$ cat src/rtl/ifetch_unit.sv
// Instruction fetch stage: fetches the opcode, then 0-2 operand bytes as sized by the decoder,
// and presents the instruction over valid/ready. Optional perf counters under FETCH_PERF_CNT_EN.
module ifetch_unit #(
  parameter logic [15:0] RESET_PC = 16'h0000
) (
  input  logic        clk,
  input  logic        rst,
  output logic [15:0] mem_addr,
  output logic        mem_rd,
  input  logic        mem_ack,
  input  logic [7:0]  mem_rdata,
  output logic [7:0]  ir,
  input  logic [1:0]  dec_len,
  input  logic        dec_halt,
  output logic        instr_valid,
  input  logic        instr_ready,
  output logic [15:0] operand,
  output logic [15:0] instr_pc,
  input  logic        redirect,
  input  logic [15:0] redirect_pc
`ifdef FETCH_PERF_CNT_EN
  ,
  output logic [15:0] fetch_count,
  output logic [15:0] stall_count
`endif
);

  localparam logic [2:0] S_OP    = 3'd0;
  localparam logic [2:0] S_DEC   = 3'd1;
  localparam logic [2:0] S_B2    = 3'd2;
  localparam logic [2:0] S_B3    = 3'd3;
  localparam logic [2:0] S_VALID = 3'd4;
  localparam logic [2:0] S_HALT  = 3'd5;

  logic [2:0]  state_q, state_d;
  logic [15:0] pc_q, pc_d;
  logic [7:0]  ir_q, ir_d;
  logic [15:0] operand_q, operand_d;
  logic [15:0] instr_pc_q, instr_pc_d;
  logic        rd_state;
  logic        xfer;

  assign rd_state    = (state_q == S_OP) || (state_q == S_B2) || (state_q == S_B3);
  // A redirect drops the request for its own cycle so any coincident ack has nothing to complete.
  assign mem_rd      = rd_state && !rst && !redirect;
  assign mem_addr    = pc_q;
  assign ir          = ir_q;
  assign operand     = operand_q;
  assign instr_pc    = instr_pc_q;
  assign instr_valid = (state_q == S_VALID);
  assign xfer        = (state_q == S_VALID) && instr_ready;

  always_comb begin
    state_d    = state_q;
    pc_d       = pc_q;
    ir_d       = ir_q;
    operand_d  = operand_q;
    instr_pc_d = instr_pc_q;
    if (redirect) begin
      state_d = S_OP;
      pc_d    = redirect_pc;
    end else begin
      case (state_q)
        S_OP: begin
          if (mem_ack) begin
            ir_d       = mem_rdata;
            instr_pc_d = pc_q;
            operand_d  = 16'h0000;
            pc_d       = pc_q + 16'h0001;
            state_d    = S_DEC;
          end else begin
            state_d = S_OP;
          end
        end
        S_DEC: begin
          // Lengths 0 and 1 both mean opcode-only.
          if (dec_len[1]) begin
            state_d = S_B2;
          end else begin
            state_d = S_VALID;
          end
        end
        S_B2: begin
          if (mem_ack) begin
            operand_d[7:0] = mem_rdata;
            pc_d           = pc_q + 16'h0001;
            state_d        = (dec_len == 2'd3) ? S_B3 : S_VALID;
          end else begin
            state_d = S_B2;
          end
        end
        S_B3: begin
          if (mem_ack) begin
            operand_d[15:8] = mem_rdata;
            pc_d            = pc_q + 16'h0001;
            state_d         = S_VALID;
          end else begin
            state_d = S_B3;
          end
        end
        S_VALID: begin
          if (instr_ready) begin
            state_d = dec_halt ? S_HALT : S_OP;
          end else begin
            state_d = S_VALID;
          end
        end
        S_HALT:  state_d = S_HALT;
        default: state_d = S_OP;
      endcase
    end
  end

  always_ff @(posedge clk) begin
    if (rst) begin
      state_q    <= S_OP;
      pc_q       <= RESET_PC;
      ir_q       <= 8'h00;
      operand_q  <= 16'h0000;
      instr_pc_q <= 16'h0000;
    end else begin
      state_q    <= state_d;
      pc_q       <= pc_d;
      ir_q       <= ir_d;
      operand_q  <= operand_d;
      instr_pc_q <= instr_pc_d;
    end
  end

`ifdef FETCH_PERF_CNT_EN
  logic [15:0] fetch_cnt_q;
  logic [15:0] stall_cnt_q;

  // A transfer still counts when a redirect lands in the same cycle.
  always_ff @(posedge clk) begin
    if (rst) begin
      fetch_cnt_q <= 16'h0000;
      stall_cnt_q <= 16'h0000;
    end else begin
      fetch_cnt_q <= fetch_cnt_q + {15'd0, xfer};
      stall_cnt_q <= stall_cnt_q + {15'd0, (mem_rd && !mem_ack)};
    end
  end

  assign fetch_count = fetch_cnt_q;
  assign stall_count = stall_cnt_q;
`endif

endmodule
$ cat config.mk
export PLATFORM = sky130hd
export DESIGN_NAME = ifetch_unit
export DESIGN_NICKNAME = d
export VERILOG_FILES = /design/src/rtl/ifetch_unit.sv
export SDC_FILE = /design/constraint.sdc
export NUM_CORES = 1
export LEC_CHECK = 0
export ABC_AREA = 1
export CORE_UTILIZATION = 45
export DETAILED_ROUTE_END_ITERATION = 8
export PLACE_DENSITY_LB_ADDON = 0.1
export SYNTH_ARGS = -nofsm -noshare
export SYNTH_HDL_FRONTEND = slang
export SYNTH_SLANG_ARGS = --single-unit
$ cat constraint.sdc
create_clock -name clk -period 1.78 [get_ports clk]
set_clock_uncertainty 0.15 [all_clocks]
set_input_delay 0.178 -clock clk [delete_from_list [all_inputs] [get_ports clk]]
set_output_delay 0.178 -clock clk [all_outputs]
set_load 0.05 [all_outputs]
==> impl_metrics.json, run 1 <==
{
  "cp_max_fo": 10,
  "gp_congestion": 0.874,
  "h-tree-depth": 3,
  "wl_per_cell_um": 13.4,
  "postSynthNetCount": 399,
  "synth_seq_area_share": 0.453,
  "worstMarginPinSlew_ps": 297,
  "fin_crit_sh": 0.975,
  "postCtsHoldBufs": 0,
  "synth_warnings": 0,
  "syn_inst": 366,
  "finalHoldViolCount": 0,
  "grt_max_degree": 31,
  "yosys.area.top_type": "dfxtp_1",
  "worstRegToRegCells": 9,
  "finalCriticalPeriod_ps": 1740,
  "hp-class": "input pin to flip-flop",
  "wl_met2_um": 3190,
  "clock_path_buffers": 2,
  "grt_pass1_vias": 2501,
  "holdPathStages": 3,
  "coreArea_um2": 5540,
  "p_per_area_nw_per_um2": 934,
  "netlist.area_leader.share": 0.453,
  "ys_ff_latch": 59,
  "finalPower_mw": 3.48,
  "die_w_um": 78.2,
  "route.met3.wl_um": 437,
  "clk_pin_slew_ps": 60,
  "drive_gt1_frac": 0.217,
  "synthTopCellsByArea": "dfxtp_1, nand2_1, a21oi_1, o21ai_0, nor2_1",
  "slew_violations": 0,
  "slew_headroom": 0.802,
  "maxCapViolCount": 0,
  "start_util": 0.471,
  "overflow": 0,
  "track_usage": 0.256,
  "final_cell_area_um2": 3730,
  "clock-sinks": 59,
  "hold_slack_ps": 275,
  "p_leak_nw": 1.65,
  "dp_hpwl_um": 5180,
  "n_antenna_cell": 0,
  "status": "finished clean",
  "clkLatencyLatePin_ps": 340,
  "rows": 27,
  "setup_viol": 0,
  "final_nets": 498,
  "ant_nets": 0,
  "syn_avg_cell_area_um2": 7.13,
  "irDropWorstVdd_mv": 0.515,
  "die_y_um": 78.2,
  "antenna_found_initial": 0,
  "routed.top_layer": "met4",
  "via_count": 2772,
  "synth_cell_types": 27,
  "drc_errors": 0,
  "setup.worst_path.end_class": "primary output",
  "cts_tree": "done",
  "area_growth_syn_to_layout_pct": 42.9,
  "arrival_ps": 1410,
  "cts_made_buffers": 9,
  "synth_area_um2": 2610,
  "numPortBuffers": 89,
  "ioPinCount": 90,
  "cp.required_ps": 1450,
  "wl_met1_um": 3510,
  "max_freq_ghz": 0.576,
  "postPlaceCellArea_um2": 3510,
  "firstDrtPassIters": 4,
  "start_kind": "input pin",
  "path_class": "input pin to primary output",
  "grt_pass1_wl_um": 12100,
  "routed_via_density": 5.12,
  "drtIter0Drc": 163,
  "drt-total-wl_um": 7270,
  "root_buffer": "clkbuf_8",
  "die_area_um2": 6110
}
[power breakdown]
group	switching [mW]	internal, mW	total (mW)
clock network	0.514	0.793	1.31
registers	0.0630	1.40	1.46
logic	0.474	0.243	0.717
[cell usage after synthesis, drive strengths merged]
| library cell | n |
|---|---|
| nand3 | 24 |
| o21ai | 42 |
| a21oi | 48 |
| nor3 | 2 |
| nor2 | 55 |
| nand2 | 69 |
| inv | 39 |
| a31oi | 3 |
| a22oi | 1 |
| dfxtp | 59 |
| o22ai | 1 |
| ha | 1 |
| o31ai | 1 |
| o2111a | 1 |
| nand4 | 4 |
| clkbuf | 7 |
| xor2 | 5 |
| buf | 4 |
[layout make-up]
cell class / instances / area, um2
fillers: 513 / 1810
multi-input cells: 257 / 1240
flip-flops and latches: 59 / 1180
repair buffers: 99 / 858
clock buffers: 14 / 183
inverters: 39 / 146
well taps: 72 / 90.1
clock inverters: 1 / 30.0
[cells in the final DEF (no fill, tap or decap), types with 2 or more instances in the layout]
master,n
xor2_1,5
a21oi_1,47
buf_4,65
clkdlybuf4s50_1,31
nand2_1,66
nand3_1,23
clkbuf_8,13
inv_1,33
nor2_2,3
buf_12,3
nand2_2,3
nand4_1,4
nor2_4,2
nor2_1,50
o21ai_0,41
inv_2,6
dfxtp_2,3
a31oi_1,3
dfxtp_1,56
[routing by layer]
| metal | up-vias | global-route usage |
|---|---|---|
| met1 | 1268 | 0.356 |
| met2 | 94 | 0.375 |
| met4 | 0 | 0.120 |
| li1 | 1400 | - |
| met5 | - | 0 |
| met3 | 10 | 0.0558 |
[final timing paths]
kind | start | to | slack [ps]
min | redirect_pc[1] | mem_addr[1] | 280
max reg2reg | mem_addr[1] | mem_addr[12] | 160
max | redirect | mem_rd | 40
min reg2reg | operand[5] | operand[5] | 310
[cells by family (layout without fill, tap and decap cells)]
logic type / after synthesis / count (layout) / synth area share
AOI/OAI and AO/OA: 97 / 97 / 0.197
xor gates and xnor gates: 5 / 5 / 0.0168
adders and majority gates: 1 / 1 / 0.00479
buffers and inverters: 50 / 153 / 0.0757
DFF: 59 / 59 / 0.453
and+or+nand+nor: 154 / 154 / 0.254
[flip-flops by register name (all words and copies together), names as in the netlist]
| register | cells |
|---|---|
| ir | 8 |
| operand | 16 |
| mem_addr | 16 |
| instr_pc | 16 |
| state_q | 3 |
[through the flow]
| step | TNS, ps | cells | util | setup slack (ps) |
|---|---|---|---|---|
| floorplan | 0 | 366 | - | 54.3 |
| global route | -21.5 | 541 | 0.673 | -21.5 |
| detailed placement | -44.2 | 526 | 0.633 | -20.1 |
| global placement | 0 | 526 | 0.633 | 18.6 |
| finish | 0 | 541 | 0.673 | 44.7 |
| CTS | 0 | 541 | 0.672 | 32.2 |
[worst max-delay path, stage by stage]
cell and delay [ps]:
clkdlybuf4s50_1 470, buf_4 210, nor2_1 140, inv_1 90, nor2_2 170, buf_12 150
[what timing repair did]
item | 4_1_cts | 5_1_grt
buffers inserted | 0 | 0
gates resized for setup | 0 | 3
setup endpoints to repair | 0 | 3
Power figures use the tool's default switching activity.
==> run 2: changes to the inputs <==
--- a/config.mk
+++ b/config.mk
@@ -7,6 +7,7 @@
 export LEC_CHECK = 0
 export ABC_AREA = 1
 export CORE_UTILIZATION = 45
+export CTS_CLUSTER_DIAMETER = 60
 export DETAILED_ROUTE_END_ITERATION = 8
 export PLACE_DENSITY_LB_ADDON = 0.1
 export SYNTH_ARGS = -nofsm -noshare
==> results of run 2 <==
No change in the layout: final DEF, timing and power equal those of run 1.
